[src/rtl/ro_capture.sv]
`default_nettype none
// ============================================================================
// Module      : ro_capture
// Description : Receive-side capture of the time-multiplexed event readout
//               bus. Tracks the gray-counter slot sequence with a local binary
//               count, decodes the owning channel, packs asserted events into
//               {ch, pol, ts} words and buffers them in a FWFT FIFO drained
//               over a valid/ready handshake.
// Revision    : 1.0 - initial release
// ============================================================================
module ro_capture #(
  parameter int N_CH  = 19,
  parameter int CH_W  = 5,
  parameter int TS_W  = 16,
  parameter int DEPTH = 8,
  parameter int OVF_W = 8,
  localparam int AW   = $clog2(DEPTH),
  localparam int DW   = CH_W + 1 + TS_W
) (
  input  logic             clk_master,
  input  logic             reset,
  input  logic             bus_eve,
  input  logic             bus_pol,
  input  logic             ev_ready,
  output logic             ev_valid,
  output logic [DW-1:0]    ev_data,
  output logic [AW:0]      fifo_level,
  output logic [OVF_W-1:0] ovf_count
);

  logic [N_CH-1:0] cnt;
  logic [CH_W-1:0] t_ones;
  logic [CH_W-1:0] ch;
  logic            run;

  logic [DW-1:0]   mem [DEPTH];
  logic [AW:0]     wr_ptr;
  logic [AW:0]     rd_ptr;
  logic            full;
  logic            pop;
  logic            push_ok;
  logic            drop;

  // Local slot counter mirroring the gray counter sequence
  always_ff @(posedge clk_master) begin
    if (reset) cnt <= '0;
    else       cnt <= cnt + N_CH'(1);
  end

  // Owning channel = trailing ones of cnt (clamped to N_CH-1) plus one
  always_comb begin
    t_ones = '0;
    run    = 1'b1;
    for (int i = 0; i < N_CH - 1; i++) begin
      if (run && cnt[i]) t_ones = t_ones + CH_W'(1);
      else               run    = 1'b0;
    end
    ch = t_ones + CH_W'(1);
  end

  // FIFO status and handshake decode; a full FIFO still accepts when popping
  always_comb begin
    ev_valid = (wr_ptr != rd_ptr);
    full     = (wr_ptr[AW] != rd_ptr[AW]) && (wr_ptr[AW-1:0] == rd_ptr[AW-1:0]);
    pop      = ev_valid && ev_ready;
    push_ok  = bus_eve && (!full || pop);
    drop     = bus_eve && full && !pop;
    ev_data  = ev_valid ? mem[rd_ptr[AW-1:0]] : '0;
  end

  // Storage write; contents need no reset since valid gates the head output
  always_ff @(posedge clk_master) begin
    if (!reset && push_ok) mem[wr_ptr[AW-1:0]] <= {ch, bus_pol, cnt[TS_W-1:0]};
  end

  // Pointer, occupancy and overflow bookkeeping
  always_ff @(posedge clk_master) begin
    if (reset) begin
      wr_ptr     <= '0;
      rd_ptr     <= '0;
      fifo_level <= '0;
      ovf_count  <= '0;
    end else begin
      if (push_ok) wr_ptr <= wr_ptr + (AW+1)'(1);
      if (pop)     rd_ptr <= rd_ptr + (AW+1)'(1);
      if (push_ok && !pop)      fifo_level <= fifo_level + (AW+1)'(1);
      else if (pop && !push_ok) fifo_level <= fifo_level - (AW+1)'(1);
      if (drop && (ovf_count != {OVF_W{1'b1}})) ovf_count <= ovf_count + OVF_W'(1);
    end
  end

endmodule
`default_nettype wire

[config.mk]
export PLATFORM = sky130hd
export DESIGN_NAME = ro_capture
export DESIGN_NICKNAME = d
export VERILOG_FILES = /design/src/rtl/ro_capture.sv
export SDC_FILE = /design/constraint.sdc
export NUM_CORES = 1
export LEC_CHECK = 0
export CORE_UTILIZATION = 50
export CTS_CLUSTER_SIZE = 10
export DETAILED_ROUTE_END_ITERATION = 6
export PLACE_DENSITY = 0.76
export SYNTH_ARGS = -nofsm -noshare
export SYNTH_HDL_FRONTEND = slang
export SYNTH_SLANG_ARGS = --single-unit
[constraint.sdc]
create_clock -name clk_master -period 26 [get_ports clk_master]
set_clock_uncertainty 0.2 [all_clocks]
set_input_delay 3.9 -clock clk_master [delete_from_list [all_inputs] [get_ports clk_master]]
set_output_delay 3.9 -clock clk_master [all_outputs]
set_load 0.01 [all_outputs]
Yosys cells after proc, flatten, opt, wreduce, memory -nomap -nowiden

Memory sizes are Yosys's and may differ from the RTL's. A register that Yosys moved wholly into a read port is not among the register bits.
Index checks and enable logic that the tools add are counted.

Flip-flop bits (word level): 39
RAM bits: 176
Input port bits: 5
Memories: 1

Memories:

| memory | words | bits a word | read ports | clocked after memory_dff | wr ports | RTL line | text |
|---|---|---|---|---|---|---|---|
| mem    | 8     | 22          | 1          | 1                        | 1        | 36       | `logic [DW-1:0] mem [DEPTH];` |

$add $sub $neg: 24
Equality and inequality tests: 4
Mux-type cells: 42
Reductions and logical operators: 32

Operators by type and width:

| kind                    | number |
|---|---|
| $add A5 B1 Y5 const B   | 18 |
| $mux W5                 | 17 |
| $logic_and A1 B1 Y1     | 26 |
| $mux W22                | 1 |
| $mux W1                 | 20 |
| $add A19 B1 Y19 const B | 1 |
| $add A4 B1 Y4 const B   | 3 |
| $add A8 B1 Y8 const B   | 1 |
| $mux W4                 | 2 |
| $ne A8 B8 Y1 const B    | 1 |
| $mux W3                 | 2 |
| $logic_not A1 Y1        | 4 |
| $ne A4 B4 Y1            | 1 |
| $sub A4 B1 Y4 const B   | 1 |
| $eq A3 B3 Y1            | 1 |
| $reduce_bool A2 Y1      | 1 |
| $logic_or A1 B1 Y1      | 1 |
| $ne A1 B1 Y1            | 1 |

Logic depth before layout (Yosys ltp)

Gate-level depths: netlist (run 1).

Word-level depth: 36
Gate-level depth with buffers: 56

Worst setup path after synthesis (run 1)

Ideal clock, no wire load.

Kind: reg-to-reg
Start point: register cnt[0]
End point: memory mem[0][21] (netlist name) (data pin)
Library setup time: 0.231 ns
Data arrival time: 8.897 ns
Data required time: 25.569 ns
Path slack: 16.672 ns
Stages on the path, launching flop included: 57
Path buffers: 1
Path through: dfxtp_1 > ha_1 > buf_4 > and2_2 > a21o_1 > ha_1 > nor2b_1 > o21ai_0 > nand2_1 > xnor2_1 > a21oi_1 > ha_1 > mux2_2 > o21ai_0 > nand2b_1 > xnor2_1 > nand2_1 > nand2_1 > (+21 left out) > nand2_1 > nand2_1 > ha_1 > inv_1 > a21oi_1 > o21ai_0 > nor2_1 > a21o_1 > ha_1 > nand2_1 > xnor2_1 > nor2_1 > xnor3_1 > and2_2 > nand3b_1 > a21oi_1 > a31oi_1 > xnor2_1

Cells in the longest elaborated chain, start to end: 36

Ends and longest elaborated chain:

| item                                                 | RTL line | text |
|---|---|---|
| from (decl)                                          | 31       | `logic [N_CH-1:0] cnt;` |
| from (signal assigned)                               | 47       | `else cnt <= cnt + N_CH'(1);` |
| $mux W1                                              | 55       | `if (run && cnt[i]) t_ones = t_ones + CH_W'(1);` |
| $add A5 B1 Y5 or $logic_and A1 B1 Y1 (tied branches) | 55       |  |
| $mux W5 or $mux W1 (tied branches)                   | 55       |  |
| $add A5 B1 Y5 or $logic_and A1 B1 Y1 (tied branches) | 55       |  |
| $mux W5 or $mux W1 (tied branches)                   | 55       |  |
| $add A5 B1 Y5 or $logic_and A1 B1 Y1 (tied branches) | 55       |  |
| $mux W5 or $mux W1 (tied branches)                   | 55       |  |
| $add A5 B1 Y5 or $logic_and A1 B1 Y1 (tied branches) | 55       |  |
| (+21 left out)                                       | n/a      |  |
| $add A5 B1 Y5 or $logic_and A1 B1 Y1 (tied branches) | 55       |  |
| $mux W5 or $mux W1 (tied branches)                   | 55       |  |
| $add A5 B1 Y5 or $logic_and A1 B1 Y1 (tied branches) | 55       |  |
| $mux W5 or $mux W1 (tied branches)                   | 55       |  |
| $add A5 B1 Y5 or $logic_and A1 B1 Y1 (tied branches) | 55       |  |
| $mux W5 (*)                                          | 55       |  |
| $add A5 B1 Y5 (*)                                    | 58       | `ch = t_ones + CH_W'(1);` |
| net ch[4]                                            | 33       | `logic [CH_W-1:0] ch;` |
| to (decl)                                            | 36       |  |

Mark *: on every way through the listed nets, which the timed path passes. The rest lies on a longest branch.

Worst setup path in the final report (run 1)

Start point: register cnt[0]
End point: memory mem[1][21] (netlist name) (data pin)

The elaborated chain is that of the path after synthesis.

==> impl_metrics.py, run 1 <==
metrics = {
    "sta": {
        "relSlewSlack_pct": 25.2,
        "finalHoldViolations": 0,
        "period_share_pct": 41.9,
        "achievable-frequency_ghz": 0.0917,
        "final.setup.tns_ns": 0,
        "grt_setup_unrepaired": "false",
        "period_minus_slack_ns": 10.90,
        "tightest_slew_ns": 1.12,
        "setup_viol": 0,
        "slew_viol_final": 0,
    },
    "synth": {
        "yosysUniqueCellTypes": 67,
        "primary_flip_flop_cell_chosen_by_synthesis_mapping": "sky130_fd_sc_hd__edfxtp_1",
        "yosysWarnings": 0,
        "most_used_standard_cells_in_the_synthesized_netlist": "sky130_fd_sc_hd__edfxtp_1 (176), sky130_fd_sc_hd__nor2_1 (91), sky130_fd_sc_hd__nand2_1 (59)",
        "synth_async_sr_flop_share_pct": 0,
        "synth_top_cells_by_area": "sky130_fd_sc_hd__edfxtp_1 (49%), sky130_fd_sc_hd__mux4_2 (9.1%), sky130_fd_sc_hd__dfxtp_1 (7.5%)",
        "netlist_area_um2": 10900,
        "yosys.cell_count.top_type": "sky130_fd_sc_hd__edfxtp_1",
        "synth.top_cell.area_share_pct": 48.5,
        "postSynthNetCount": 863,
        "synth-seq-area-share_pct": 56.1,
        "synth_area_leader_cell": "sky130_fd_sc_hd__edfxtp_1",
        "ys_seq_elements": 217,
        "netlist_instances": 832,
        "synth_enable_flop_cells": 176,
        "synthesis.area_per_instance_um2": 13.1,
    },
    "worst_setup_path": {
        "worstSetupStartpointType": "register",
        "worst-endpoint-required_ns": 26.02,
        "startpoint": "cnt[0]$_SDFF_PP0_",
        "worst_setup_path_endpoint": "mem[1][21]$_DFFE_PP_",
        "cpMaxStageDelayCell": "sky130_fd_sc_hd__dfxtp_1",
        "path_class": "register to register",
        "critical-path-max-stage-delay_ns": 0.66,
        "critical_path.endpoint_type": "register",
        "worstReg2RegEnd": "mem[1][21]$_DFFE_PP_",
        "crit_path_max_fanout": 18,
        "cp_common_cell": "sky130_fd_sc_hd__ha_1",
        "ff2ff_setup_slack_ns": 15.10,
        "timing.rr.start": "cnt[0]$_SDFF_PP0_",
        "worst-endpoint-arrival_ns": 10.92,
        "ff2ff_path_depth": 54,
    },
    "floorplan": {
        "floorplan.die.height_um": 150,
        "dieArea_um2": 22400,
        "dieWidth_um": 150,
        "core.rowCount": 53,
        "initial_utilization_pct": 51.3,
        "boundaryPins": 40,
        "design.core.area_um2": 21200,
    },
    "run_status": {
        "run_status": "finished clean",
    },
    "clock_tree": {
        "cts_repair_resize_count": 0,
        "clock_tree_from_tritoncts": "yes",
        "cts_inserted_buffers": 25,
        "ctsRootBufferMaster": "sky130_fd_sc_hd__clkbuf_16",
        "hold_buffers": 0,
        "cts.reportedPaths.clkPinSlew_ns": 0.06,
        "worstSkewPairLatency_ns": 0.50,
        "cts.sink_count": 217,
        "cts_max_level": 1,
        "max-clock-path-buffers": 3,
        "postCtsSetupBuffers": 0,
    },
    "detailed_routing": {
        "detail_route.first_pass.iterations": 5,
        "drc_errors": 0,
        "detail_route.iter0.violations": 595,
        "post_drt_wl_per_cell_um": 19.0,
        "route.vias.total": 6726,
        "routed_via_density": 5.80,
        "wirelength_um": 22100,
        "detail-route-antenna-nets": 0,
    },
    "grt": {
        "groute.usage.overall_pct": 20.6,
        "global_route_wire_length_before_repair_um": 35300,
        "overflow": 0,
        "grt_max_degree": 45,
        "first_global_vias": 6636,
        "number_of_antenna_violations_at_the_first_check_in_global_routing": 0,
    },
    "power": {
        "p_seq_share_pct": 46.6,
        "switching_power_mw": 0.202,
        "vdd_drop_max_uv": 45.9,
        "p_int_mw": 0.639,
        "p_per_area_nw_per_um2": 68.5,
        "swShare_pct": 24.0,
        "share_clk_of_total_power_pct": 36.4,
        "p_comb_share_pct": 17.0,
        "leakagePower_nw": 4.09,
    },
    "final_layout": {
        "finish.utilization_pct": 57.8,
        "drive_above_1_share_pct": 14.1,
        "final_net_count": 898,
        "area.growth.synth_to_final_pct": 12.6,
        "finish.instance_area_um2": 12300,
        "fillers": 1667,
        "storage_element_area_um2": 6110,
        "multiInputGateArea_um2": 4560,
        "diodes": 0,
    },
    "placement": {
        "gpl.final_weighted_congestion": 0.894,
        "dp_hpwl_um": 13400,
        "port_buffers": 39,
        "post_dp_cell_area_um2": 11600,
    },
    "run": {
        "cap_viol_max_count": 0,
    },
    "worst_hold_path": {
        "hp-class": "register to register",
    },
}
stage by stage:
| step | cells | hold WS (ns) | power (mW) | setup WS (ns) |
|---|---|---|---|---|
| 6_report | 1160 | 0.290 | 0.840 | 15.10 |
| 5_1_grt | 1160 | 0.332 | 0.875 | 14.21 |
| 4_1_cts | 1160 | 0.289 | 0.847 | 15.26 |
| 3_5_place_dp | 1115 | 0.282 | 0.543 | 15.39 |
| 3_3_place_gp | 1115 | 0.271 | 0.540 | 15.83 |
| 2_1_floorplan | 832 | 0.292 | 0.492 | 16.67 |
kinds of logic (layout without fill, tap and decap cells):
family | count (synthesis) | after routing | synth area share (%)
and+or+nand+nor | 273 | 273 | 12.6
buffers and inverters | 60 | 113 | 2.46
muxes | 83 | 83 | 12.7
AOI/OAI and AO/OA | 92 | 92 | 5.00
xor gates and xnor gates | 81 | 81 | 8.16
adders and majority gates | 26 | 26 | 3.06
DFF | 217 | 217 | 56.1
routing by layer:
layer	up-vias	global-route usage, %	wire length [um]
met2	212	36.0	11000
met1	3313	26.9	9450
met5	-	0	0
met4	0	6.33	473
li1	3165	-	-
met3	36	2.29	1160
registers in the layout, indices dropped and copies added, names as in the netlist, named ones only:
| name | flops |
|---|---|
| cnt | 18 |
| fifo_level | 4 |
| mem | 176 |
| ovf_count | 8 |
| rd_ptr | 4 |
| wr_ptr | 4 |
worst min path at each step:
stage | endpoint | slack, ns | start | cells past startpoint
floorplan | register | 0.29 | rd_ptr[1]$_SDFFE_PP0P_ | 2
global placement | fifo_level[3]$_SDFFE_PP0P_ | 0.27 | fifo_level[3]$_SDFFE_PP0P_ | 2
detailed placement | fifo_level[3]$_SDFFE_PP0P_ | 0.28 | fifo_level[3]$_SDFFE_PP0P_ | 2
CTS | fifo_level[3]$_SDFFE_PP0P_ | 0.29 | fifo_level[3]$_SDFFE_PP0P_ | 2
global route | ovf_count[5]$_SDFFE_PP0P_ | 0.33 | ovf_count[5]$_SDFFE_PP0P_ | 2
finish | fifo_level[3]$_SDFFE_PP0P_ | 0.29 | fifo_level[3]$_SDFFE_PP0P_ | 2
worst max-delay path: cells and delay by family, from the launching register on:
family,cells,cell delay [ns]
AO/OA/AOI/OAI,15,2.40
XOR/XNOR,8,1.72
adder cells (fa/ha/maj),10,2.93
buffers and inverters,1,0.08
flip-flops,1,0.66
multiplexers,7,1.30
AND/OR/NAND/NOR,13,1.30
power by group through the flow:
stage	Combinational (mW)	Sequential, mW	Clock, mW
3_5_place_dp	0.144	0.399	0
4_1_cts	0.145	0.392	0.310
2_1_floorplan	0.0972	0.395	0
6_report	0.143	0.392	0.306
5_1_grt	0.157	0.393	0.325
3_3_place_gp	0.141	0.399	0
cell usage in the layout (no fill, tap or decap), types with 6 or more instances in the layout:
master / instances
sky130_fd_sc_hd__nor3_1: 13
sky130_fd_sc_hd__clkbuf_1: 19
sky130_fd_sc_hd__buf_4: 11
sky130_fd_sc_hd__inv_1: 18
sky130_fd_sc_hd__clkbuf_16: 25
sky130_fd_sc_hd__xor2_1: 25
sky130_fd_sc_hd__mux4_2: 44
sky130_fd_sc_hd__nand3_1: 24
sky130_fd_sc_hd__a31oi_1: 6
sky130_fd_sc_hd__nor2_1: 87
sky130_fd_sc_hd__ha_1: 25
sky130_fd_sc_hd__xnor2_1: 42
sky130_fd_sc_hd__nand2_1: 59
sky130_fd_sc_hd__clkdlybuf4s50_1: 39
sky130_fd_sc_hd__o21ai_0: 27
sky130_fd_sc_hd__mux2i_1: 37
sky130_fd_sc_hd__nand4_1: 10
sky130_fd_sc_hd__dfxtp_1: 39
sky130_fd_sc_hd__a21oi_1: 32
sky130_fd_sc_hd__xnor3_1: 6
sky130_fd_sc_hd__and3_1: 8
sky130_fd_sc_hd__edfxtp_1: 176
sky130_fd_sc_hd__or3_1: 11
sky130_fd_sc_hd__nand3b_1: 7
cell type report:
cell class | instances | share of cell area (%)
inverters | 18 | 0.551
multi-input cells | 555 | 37.2
clock buffers | 45 | 5.80
repair buffers | 50 | 3.86
flip-flops and latches | 217 | 49.8
well taps | 275 | 2.81
Note: power is estimated with default switching activity, not from simulation.
==> run 2, diff against run 1 <==
PLACE_DENSITY = 0.79   (was 0.76)
clock period = 9 ns   (was 26 ns; I/O delays follow)
==> run 2 against run 1 <==
  * Via count rose by 2.9%
  * Count of clock-buffer cells in the layout stayed put
  * The run now ends with negative setup slack left
  * Worst setup slack worse by 15 ns
  * Total power grew to 2.9 times the previous value
  * Sequential cell count stayed put
  * Final area increased by 5.3%
  * Critical endpoint is now mem[0][21]$_DFFE_PP_
  * Fmax increased by 17%
==> impl_metrics.py, run 2 (synthesized netlist as in run 1, its figures left out) <==
metrics = {
    "worst_setup_path": {
        "cpMaxStageDelayCell": "sky130_fd_sc_hd__dfxtp_4",
        "critical-path-max-stage-delay_ns": 0.36,
        "cp_num_buf_inv": 3,
        "worst-endpoint-arrival_ns": 9.35,
        "worstReg2RegEnd": "mem[0][21]$_DFFE_PP_",
        "worst-endpoint-required_ns": 9.04,
        "cp_common_cell": "sky130_fd_sc_hd__ha_1",
        "ff2ff_setup_slack_ns": -0.31,
        "worstSetupStartpointType": "register",
        "timing.rr.start": "cnt[1]$_SDFF_PP0_",
        "critPathTopFamily": "adder cells",
        "path_depth": 56,
        "crit_path_max_fanout": 8,
        "ff2ff_path_depth": 56,
        "path_class": "register to register",
        "startpoint": "cnt[1]$_SDFF_PP0_",
        "critical_path.endpoint_type": "register",
    },
    "clock_tree": {
        "cts.reportedPaths.clkPinSlew_ns": 0.06,
        "clock_tree_from_tritoncts": "yes",
        "ctsRootBufferMaster": "sky130_fd_sc_hd__clkbuf_16",
        "cts_max_level": 1,
        "max-clock-path-buffers": 3,
        "cts.sink_count": 217,
        "cts_inserted_buffers": 25,
        "worstSkewPairLatency_ns": 0.51,
    },
    "run_status": {
        "failed_checks": "negative setup slack",
        "run_status": "finished, violations left",
    },
    "final_layout": {
        "multiInputGateArea_um2": 4800,
        "number_of_flip_flops_under_the_largest_register_name": 176,
        "mostFrequentLayoutCell": "sky130_fd_sc_hd__edfxtp_1",
        "final_net_count": 947,
        "drive_above_1_share_pct": 22.4,
        "finish.utilization_pct": 60.8,
        "area.growth.synth_to_final_pct": 18.5,
        "final_cell_mix": "sky130_fd_sc_hd__edfxtp_1 (176), sky130_fd_sc_hd__nor2_1 (85), sky130_fd_sc_hd__nand2_1 (55), sky130_fd_sc_hd__buf_4 (55), sky130_fd_sc_hd__mux4_2 (44)",
        "storage_element_area_um2": 6120,
        "diodes": 0,
        "fillers": 1570,
    },
    "detailed_routing": {
        "detail_route.first_pass.iterations": 5,
        "detail-route-antenna-nets": 0,
        "wirelength_um": 22700,
        "detail_route.iter0.violations": 583,
        "post_drt_wl_per_cell_um": 18.7,
        "routed_via_density": 5.72,
        "drc_errors": 0,
        "route.vias.total": 6918,
    },
    "floorplan": {
        "initial_utilization_pct": 51.3,
        "floorplan.die.height_um": 150,
        "core.rowCount": 53,
        "dieWidth_um": 150,
        "boundaryPins": 40,
        "dieArea_um2": 22400,
        "design.core.area_um2": 21200,
    },
    "worst_hold_path": {
        "hold_path.startpoint": "fifo_level[3]$_SDFFE_PP0P_",
        "whs_endpoint": "fifo_level[3]$_SDFFE_PP0P_",
        "hp-class": "register to register",
        "min_path_cells": 2,
    },
    "sta": {
        "relSlewSlack_pct": 20.8,
        "slew_viol_final": 0,
        "final.setup.tns_ns": -3.19,
        "period_share_pct": 103,
        "achievable-frequency_ghz": 0.107,
        "finalHoldViolations": 0,
        "worst_setup_slack_final_ns": -0.311,
        "hold_ws_ns": 0.285,
        "tightest_slew_ns": 1.18,
        "setup_viol": 16,
        "grt_setup_unrepaired": "true",
        "period_minus_slack_ns": 9.31,
    },
    "power": {
        "p_per_area_nw_per_um2": 190,
        "vdd_drop_max_uv": 118,
        "leakagePower_nw": 4.46,
    },
    "grt": {
        "groute.usage.overall_pct": 20.3,
        "global_route_wire_length_before_repair_um": 35500,
        "grt-busiest-layer": "met2",
        "overflow": 0,
        "grt_use_met3_pct": 1.59,
        "global_route.usage.met1_pct": 27.1,
        "grt_max_degree": 45,
        "first_global_vias": 6776,
        "gr-usage-met2_pct": 35.0,
        "number_of_antenna_violations_at_the_first_check_in_global_routing": 0,
    },
    "run": {
        "cap_viol_max_count": 0,
    },
    "placement": {
        "port_buffers": 39,
        "gpl.final_weighted_congestion": 0.905,
        "pre_cts_ws_ns": -0.370,
        "dp_hpwl_um": 13800,
    },
}
[run 2: cell count changes in the layout (fill, tap and decap cells not counted), moves of 3 or more]
cell                      change
sky130_fd_sc_hd__nand2_2      +3
sky130_fd_sc_hd__buf_4       +44
sky130_fd_sc_hd__xnor2_2      +4
sky130_fd_sc_hd__buf_6        +4
sky130_fd_sc_hd__ha_1         -7
sky130_fd_sc_hd__nand2_1      -4
sky130_fd_sc_hd__o21ai_0      -4
sky130_fd_sc_hd__a21oi_1      -4
sky130_fd_sc_hd__a21oi_2      +4
sky130_fd_sc_hd__o21ai_1      +3
sky130_fd_sc_hd__ha_4         +6
sky130_fd_sc_hd__xnor2_1      -6
[run 2: repair_timing]
action,in CTS,in global routing
hold buffers,0,0
buffers inserted,6,9
setup endpoints to repair,24,32
resized for setup,15,40
pin swaps,22,23
[run 2: worst max path at each step]
stage / to / slack [ns]
floorplan: mem[0][21]$_DFFE_PP_ / 0.02
global placement: mem[0][21]$_DFFE_PP_ / -0.07
detailed placement: mem[0][21]$_DFFE_PP_ / -0.37
CTS: mem[0][21]$_DFFE_PP_ / -0.21
global route: mem[0][21]$_DFFE_PP_ / -1.01
finish: mem[0][21]$_DFFE_PP_ / -0.31
[run 2: through the flow]
stage	std cells	cell area, um^2	total power, mW
floorplan	832	10900	1.42
global placement	1150	11800	1.56
detailed placement	1150	11800	1.58
CTS	1201	12700	2.46
global route	1209	12900	2.54
finish	1209	12900	2.46
[run 2: worst register-to-register path: cells and delay by family (launching register included)]
| kind | cells | cell delay [ns] |
|---|---|---|
| adders and majority gates | 9 | 2.27 |
| AOI/OAI and AO/OA | 15 | 1.84 |
| and+or+nand+nor | 14 | 1.47 |
| xor gates and xnor gates | 9 | 1.36 |
| muxes | 6 | 1.25 |
| DFF | 1 | 0.36 |
| buffers and inverters | 3 | 0.32 |
[run 2: cell type report]
class / instances / area share [%]
flip-flops and latches: 217 / 47.4
multi-input cells: 555 / 37.2
repair buffers: 99 / 6.73
clock buffers: 45 / 5.50
well taps: 275 / 2.67
inverters: 18 / 0.543
[run 2: per-layer routing]
layer	up-vias	part of all wire [%]
li1	3274	-
met1	3391	43
met2	207	50
met3	46	4.5
met4	0	2.2
met5	-	0
[run 2: where the power goes]
part           total, mW  switching [mW]  internal (mW)  leakage [nW]
sequential          1.13          0.0256           1.10          1.96
clock              0.882           0.356          0.526         0.338
combinational      0.446           0.210          0.236          2.16
total               2.46           0.591           1.87          4.46
